===== config.mk =====
export PLATFORM = sky130hd
export DESIGN_NAME = led_feedback
export DESIGN_NICKNAME = d
export VERILOG_FILES = /design/src/rtl/midi_pkg.sv /design/src/rtl/blink_timer.sv /design/src/rtl/led_feedback.sv
export SDC_FILE = /design/constraint.sdc
export NUM_CORES = 1
export LEC_CHECK = 0
export CAP_MARGIN = 20
export CORE_MARGIN = 2
export CORE_UTILIZATION = 45
export CTS_CLUSTER_DIAMETER = 50
export DETAILED_ROUTE_END_ITERATION = 6
export GPL_TIMING_DRIVEN = 0
export PLACE_DENSITY = 0.66
export SETUP_SLACK_MARGIN = 0.05
export SLEW_MARGIN = 20
export SYNTH_ARGS = -nofsm -noshare
export SYNTH_HDL_FRONTEND = slang
export SYNTH_SLANG_ARGS = --single-unit

===== constraint.sdc =====
create_clock -name clk -period 3.2 [get_ports clk]
set_input_delay 0.32 -clock clk [delete_from_list [all_inputs] [get_ports clk]]
set_output_delay 0.32 -clock clk [all_outputs]
set_load 0.1 [all_outputs]

===== src/rtl/midi_pkg.sv =====
// Shared encodings for the MIDI front panel: LED FSM states,
// button event codes and MIDI receiver states.
package midi_pkg;

    typedef enum logic [1:0] {
        ST_IDLE = 2'd0,
        ST_ON   = 2'd1,
        ST_OFF  = 2'd2
    } state_e;

    localparam logic [1:0] BTN_NONE = 2'd0;
    localparam logic [1:0] BTN1     = 2'd1;
    localparam logic [1:0] BTN2     = 2'd2;
    localparam logic [1:0] BTN_IGN  = 2'd3;

    localparam logic [1:0] MIDI_IDLE  = 2'd0;
    localparam logic [1:0] MIDI_ARMED = 2'd1;

    function automatic logic is_btn(input logic [1:0] b);
        return (b == BTN1) || (b == BTN2);
    endfunction

endpackage


===== src/rtl/blink_timer.sv =====
// Phase timer: counts cycles since clear and pulses done on the
// last cycle of a phase of 'length' cycles, then restarts from 0.
module blink_timer #(
    parameter int MAX_LEN = 4,
    localparam int CW = (MAX_LEN > 2) ? $clog2(MAX_LEN) : 1,
    localparam int LW = $clog2(MAX_LEN + 1)
) (
    input  logic          clk,
    input  logic          rst,
    input  logic          clear,
    input  logic [LW-1:0] length,
    output logic          done
);

    logic [CW-1:0] cnt_q;
    logic [CW-1:0] cnt_d;

    assign done = (LW'(cnt_q) == (length - LW'(1)));

    always_comb begin
        cnt_d = cnt_q + CW'(1);
        if (clear || done) begin
            cnt_d = '0;
        end
    end

    always_ff @(posedge clk) begin
        if (rst) begin
            cnt_q <= '0;
        end else begin
            cnt_q <= cnt_d;
        end
    end

endmodule


===== src/rtl/led_feedback.sv =====
// Indicator LED driver: slow blinks for recall, fast blinks for save,
// and mirrors the MIDI armed state while idle.
module led_feedback
    import midi_pkg::*;
#(
    parameter int PHASE_CNT   = 2700000,
    parameter int FAST_DIV    = 4,
    parameter int SAVE_BLINKS = 4
) (
    input  logic       clk,
    input  logic       rst,
    input  logic [1:0] btn_index,
    input  logic       save_mode,
    input  logic [1:0] midi_in_state,
    output logic       led,
    output logic       busy,
    output logic [1:0] last_index
);

    localparam int LW = $clog2(PHASE_CNT + 1);
    localparam logic [LW-1:0] SLOW_LEN = LW'(PHASE_CNT);
    localparam logic [LW-1:0] FAST_LEN = LW'(PHASE_CNT / FAST_DIV);
    localparam logic [3:0]    SAVE_N   = 4'(SAVE_BLINKS);

    state_e     state_q, state_d;
    logic [3:0] blinks_q, blinks_d;
    logic       save_q, save_d;
    logic       led_q, led_d;
    logic       busy_q, busy_d;
    logic [1:0] last_q, last_d;

    logic          evt;
    logic          done;
    logic          tmr_clear;
    logic [LW-1:0] tmr_len;

    assign evt       = is_btn(btn_index);
    assign tmr_clear = evt || (state_q == ST_IDLE);
    assign tmr_len   = save_q ? FAST_LEN : SLOW_LEN;

    blink_timer #(
        .MAX_LEN(PHASE_CNT)
    ) u_timer (
        .clk    (clk),
        .rst    (rst),
        .clear  (tmr_clear),
        .length (tmr_len),
        .done   (done)
    );

    always_comb begin
        state_d  = state_q;
        blinks_d = blinks_q;
        save_d   = save_q;
        last_d   = last_q;
        // A new event restarts the sequence and beats terminal count.
        if (evt) begin
            state_d  = ST_ON;
            blinks_d = save_mode ? SAVE_N : {2'b00, btn_index};
            save_d   = save_mode;
            last_d   = btn_index;
        end else begin
            case (state_q)
                ST_ON: begin
                    if (done) state_d = ST_OFF;
                end
                ST_OFF: begin
                    if (done) begin
                        if (blinks_q > 4'd1) begin
                            state_d  = ST_ON;
                            blinks_d = blinks_q - 4'd1;
                        end else begin
                            state_d  = ST_IDLE;
                            blinks_d = '0;
                        end
                    end
                end
                default: ;
            endcase
        end
        led_d  = (state_d == ST_ON) ||
                 ((state_d == ST_IDLE) &&
                  (midi_in_state == MIDI_ARMED));
        busy_d = (state_d != ST_IDLE);
    end

    always_ff @(posedge clk) begin
        if (rst) begin
            state_q  <= ST_IDLE;
            blinks_q <= '0;
            save_q   <= 1'b0;
            led_q    <= 1'b0;
            busy_q   <= 1'b0;
            last_q   <= BTN_NONE;
        end else begin
            state_q  <= state_d;
            blinks_q <= blinks_d;
            save_q   <= save_d;
            led_q    <= led_d;
            busy_q   <= busy_d;
            last_q   <= last_d;
        end
    end

    assign led        = led_q;
    assign busy       = busy_q;
    assign last_index = last_q;

endmodule


==> results_dict.tcl, run 1 <==
set metrics [dict create \
    outcome "completed" \
    max_slew.worst_pin.slew_ps 963 \
    rr_worst_depth 6 \
    yosysTopAreaCellShare_pct 38.3 \
    grt_pass1_wl_um 6040 \
    cts_tree "built" \
    power_frac_clock_pct 42.7 \
    design_area_mm2 0.00197 \
    final_util_pct 53.9 \
    synth_common_cells "35 x nor2_1, 33 x dfxtp_1, 16 x nand2_1, 15 x xnor2_1, 11 x inv_1" \
    powerDensity_mw_per_mm2 480 \
    syn_area_per_cell_um2 8.63 \
    vias_per_cell 5.17 \
    gp_congestion 0.772 \
    grt_usage_pct 18.5 \
    rows 22 \
    clockBufferDepth 2 \
    synth-edff-count 0 \
    synth_nets 213 \
    cp_max_fo 10 \
    cts_resized 0 \
    criticalPathCategory "register to register" \
    ys.flop_type "dfxtp_1" \
    pwr-share-comb_pct 11.7 \
    r2r_start "u_timer.cnt_q[16]" \
    period_needed_ps 2260 \
    yosysWarnings 0 \
    htreeDepth 2 \
    cts_buffers 5 \
    die_h_um 65.9 \
    grt_max_degree 11 \
    firstDrtPassIters 4 \
    cap_viol_max_count 0 \
    p_leak_nw 0.652 \
    fp.dieW_um 65.9 \
    startpoint_type "register" \
    ctsHoldBuffers 0 \
    core_area_mm2 0.00366 \
    fmax_mhz 442 \
    num_vias 1359 \
    finalCritPeriodShare_pct 70.7 \
    postRouteAntennaNets 0 \
    fin_nets 227 \
    vdd_drop_max_uv 316 \
    hold_depth 2 \
    routed_wl_um 3390 \
    area_growth_pct 14.3 \
    pwr-share-seq_pct 45.7 \
    clk_pin_slew_ps 70 \
    synth_cell_types 45 \
    drtIter0Drc 49 \
    worst_clock_skew_ps 5.90 \
    diodes 0 \
    min-delay-start "rst" \
    ys_seq_area_share_pct 38.3 \
    cts_sinks 33 \
    dieArea_mm2 0.00435 \
    cts-root-buf "clkbuf_8" \
    dp_hpwl_um 2390 \
    cp-end-kind "register" \
    post_drt_wl_per_cell_um 12.9 \
    clock_latency_ps 280 \
    setup_tns_ps 0 \
    r2r_slack_ps 940 \
    dpl_cell_area_mm2 0.00186 \
    instances_no_fill 263 \
    yosysMostFrequentCell "nor2_1" \
    synth_top_area_cell "dfxtp_1" \
    relSlewSlack_pct 35.6 \
    num_io_pins 11 \
    whs_endpoint "last_index[1]" \
    rsz0062_at_grt "false" \
    overflow 0 \
    grt_pass1_vias 1299 \
    r2r-end "u_timer.cnt_q[13]" \
    ys_ff_latch 33 \
    initial_utilization_pct 47.1 \
    syn-cell-area_mm2 0.00173 \
    hp-class "input port to register" \
    p_switching_w 0.000234 \
    whs_ps 381 \
    cp.required_ps 3370 \
    slew_violations 0 \
    portBuffers 7 \
    synth.area.top_cells "dfxtp_1 38%, nor2_1 7.6%, xnor2_1 7.6%" \
    hold_viol 0 \
    place_inst 255 \
    async_flop_share_pct 0 \
    final_layout_size_suffix_gt1_share_pct 7.91 \
    synthCells 200 \
    antenna_found_initial 0 \
    swShare_pct 24.8 \
    power.internal_w 0.000712 \
    drc 0 \
    arrival_ps 2440 \
    postCtsSetupBuffers 0 \
    finalSetupViolCount 0 \
    crit_start "u_timer.cnt_q[16]" \
]
cells in the final DEF, fill, tap and decap left out, drive strengths merged, types with 2 or more instances in the layout:
| cell type | count |
|---|---|
| o21ai | 4 |
| nor3b | 2 |
| clkbuf | 9 |
| or3 | 2 |
| nand4 | 5 |
| ha | 6 |
| o31ai | 4 |
| inv | 11 |
| clkdlybuf4s50 | 7 |
| and4b | 2 |
| dfxtp | 33 |
| nand3 | 8 |
| mux2i | 5 |
| and4 | 3 |
| a21oi | 7 |
| xnor2 | 15 |
| buf | 3 |
| nor2 | 35 |
| nand2 | 16 |
| xor2 | 7 |
| nand2b | 2 |
| nor4 | 2 |
| nor3 | 4 |
| and3 | 3 |
critical path, stage by stage (launching register included):
cell,delay (ps)
dfxtp_1,390
or3b_1,350
or4_4,460
a211oi_4,450
or3_2,240
buf_4,190
nor2_1,70
per-layer routing:
metal	GRT usage, %	part of all wire, %
met1	26.1	54
met2	26.1	41
met5	0	0
met3	6.64	3.7
met4	5.47	1.4
worst max-delay path by stage:
stage                         to  cells past startpoint
6_report       u_timer.cnt_q[13]                      6
5_1_grt        u_timer.cnt_q[13]                      6
4_1_cts        u_timer.cnt_q[13]                      6
3_5_place_dp   u_timer.cnt_q[13]                      6
3_3_place_gp   u_timer.cnt_q[14]                      6
2_1_floorplan  u_timer.cnt_q[10]                      6
state kept, by name, summed over array words and instances (netlist names):
signal         cells
led                1
state_q            2
last_index         2
save_q             1
blinks_q           4
u_timer.cnt_q     22
busy               1
power groups by stage:
stage	Sequential [W]	Clock (W)	Combinational, W
finish	0.000432	0.000404	0.000110
CTS	0.000432	0.000418	0.000111
global placement	0.000441	0	0.000109
global route	0.000434	0.000443	0.000122
detailed placement	0.000441	0	0.000110
floorplan	0.000469	0	0.0000541
cells by family after synthesis:
group,share of synthesized area (%)
AOI/OAI and AO/OA,11.1
muxes,3.55
buffers and inverters,3.92
xor gates and xnor gates,11.2
adders and majority gates,4.35
and+or+nand+nor,27.6
DFF,38.3
through the flow:
step	total power, W	setup WS, ps
floorplan	0.000523	1170
global placement	0.000550	972
detailed placement	0.000551	947
CTS	0.000960	939
global route	0.000998	838
finish	0.000946	939
area by class of cell:
class                           instances  area [um^2]
Inverter                               11         41.3
Clock inverter                          1         30.0
Sequential cell                        33          661
Multi-Input combinational cell        151          997
Timing Repair Buffer                    7         70.1
Tap cell                               48         60.1
Buffer                                  5         26.3
Clock buffer                            7         86.3
Fill cell                             340         1690
(Power assumes the default switching activity.)
==> inputs of run 2 (changes only) <==
Clock period 3.2 ns to 2.15 ns, I/O delays scaled along.
==> results_dict.tcl, run 2 (synthesized netlist as in run 1, its figures left out) <==
set metrics [dict create \
    arrival_ps 2240 \
    grt_max_degree 11 \
    nFillCells 338 \
    swShare_pct 25.1 \
    cp.required_ps 2300 \
    max_slew.worst_pin.slew_ps 963 \
    cts_tree "built" \
    rsz0062_at_grt "true" \
    area_growth_pct 17.5 \
    fmax_mhz 480 \
    initial_utilization_pct 47.1 \
    hp-class "input port to register" \
    vdd_drop_max_uv 472 \
    outcome "completed" \
    post_drt_wl_per_cell_um 12.9 \
    startpoint_type "register" \
    die_h_um 65.9 \
    finalCritPeriodShare_pct 96.9 \
    period_needed_ps 2080 \
    powerDensity_mw_per_mm2 699 \
    ctsHoldBuffers 0 \
    finalSetupViolCount 0 \
    firstDrtPassIters 4 \
    routed_wl_um 3450 \
    drtIter0Drc 65 \
    clk_pin_slew_ps 70 \
    setup_tns_ps 0 \
    grt_usage_pct 18.5 \
    criticalPathCategory "register to register" \
    num_vias 1387 \
    portBuffers 7 \
    largest_register_ffs 22 \
    pwr-share-comb_pct 11.8 \
    relSlewSlack_pct 35.6 \
    antenna_found_initial 0 \
    crit_slowest_cell "or4_4" \
    cp_max_fo 4 \
    hold_viol 0 \
    layout_commonest_cell "nor2_1" \
    cts_buffers 5 \
    final_layout_size_suffix_gt1_share_pct 11.9 \
    slew_violations 0 \
    p_switching_w 0.000356 \
    grt_pass1_wl_um 6050 \
    cap_viol_max_count 0 \
    fin_nets 231 \
    htreeDepth 2 \
    dp_hpwl_um 2390 \
    path_cells "or3b_1 > or4_4 > a211oi_4 > buf_6 > mux2i_4 > a311oi_1" \
    clockBufferDepth 2 \
    dieArea_mm2 0.00435 \
    p_leak_nw 0.677 \
    max_stage_delay_ps 460 \
    num_io_pins 11 \
    top_register "u_timer.cnt_q" \
    gp_congestion 0.772 \
    vias_per_cell 5.19 \
    power_frac_clock_pct 42.9 \
    overflow 0 \
    core_area_mm2 0.00366 \
    final_cell_mix "35 x nor2_1, 30 x dfxtp_1, 16 x nand2_1" \
    cp-end-kind "register" \
    cts_sinks 33 \
    cts-root-buf "clkbuf_8" \
    pwr-share-seq_pct 45.3 \
    power.internal_w 0.00106 \
    grt_pass1_vias 1306 \
    diodes 0 \
    postRouteAntennaNets 0 \
    drc 0 \
    top_regs "u_timer.cnt_q x22, blinks_q x4" \
    rows 22 \
    clock_latency_ps 280 \
    instances_no_fill 267 \
    fp.dieW_um 65.9 \
    place_inst 255 \
    worst_clock_skew_ps 3.28 \
]
run 2: cell count changes in the layout (fill, tap and decap cells not counted):
cell / previous run / this run
dfxtp_1: 33 / 30
o2111ai_1: 1 / 0
dfxtp_2: 0 / 3
mux2i_4: 0 / 1
o2111ai_2: 0 / 1
mux2i_1: 5 / 4
buf_6: 0 / 1
buf_4: 2 / 5
run 2: critical path, delay by kind of cell (launching register included):
kind,cells,cell delay [ps]
compound gates,2,420
buf+inv,1,160
simple gates,2,820
mux,1,210
flops,1,340
run 2: what timing repair did:
item,in CTS,in global routing
hold endpoints to repair,0,0
gates resized for setup,1,6
pin swaps,1,3
setup endpoints to repair,23,21
buffers inserted,2,2
run 2: power by group through the flow:
stage / sequential, W / clock [W] / combinational [W]
2_1_floorplan: 0.000698 / 0 / 0.0000805
3_3_place_gp: 0.000656 / 0 / 0.000162
3_5_place_dp: 0.000656 / 0 / 0.000163
4_1_cts: 0.000643 / 0.000622 / 0.000165
5_1_grt: 0.000645 / 0.000659 / 0.000184
6_report: 0.000643 / 0.000608 / 0.000167
run 2: final timing paths:
kind / startpoint / cells after the start / slack (ps) / end
max: save_q / 6 / 70 / led
min: rst / 2 / 280 / last_index[1]
max reg2reg: save_q / 6 / 70 / led
min reg2reg: u_timer.cnt_q[0] / 1 / 440 / u_timer.cnt_q[0]
run 2: final cells by class:
cell class	instances	area [um^2]	share of cell area, %
tap	48	60.1	2.96
clock inverter	1	30.0	1.48
inverter	11	41.3	2.04
timing repair buffer	11	104	5.12
multi-input combinational	151	1020	50.1
sequential	33	664	32.8
buffer	5	26.3	1.30
clock buffer	7	86.3	4.26
run 2: stage by stage:
step	hold WS, ps	power [W]	utilization [%]	instance area (um^2)	setup WS, ps
3_5_place_dp	429	0.000820	50.7	1860	-103
6_report	280	0.00142	55.4	2030	66.2
3_3_place_gp	424	0.000818	50.7	1860	-78.2
2_1_floorplan	355	0.000779	-	1730	116
4_1_cts	275	0.00143	54.3	1990	53.0
5_1_grt	305	0.00149	55.4	2030	-19.2
run 2: metal layers:
| metal | wire [um] | part of all wire [%] | vias up | track usage (%) |
|---|---|---|---|---|
| li1 | - | - | 727 | - |
| met1 | 1830 | 53 | 632 | 26.1 |
| met2 | 1450 | 42 | 24 | 26.3 |
| met3 | 123 | 3.6 | 4 | 6.64 |
| met4 | 46 | 1.3 | 0 | 5.47 |
| met5 | 0 | 0 | - | 0 |
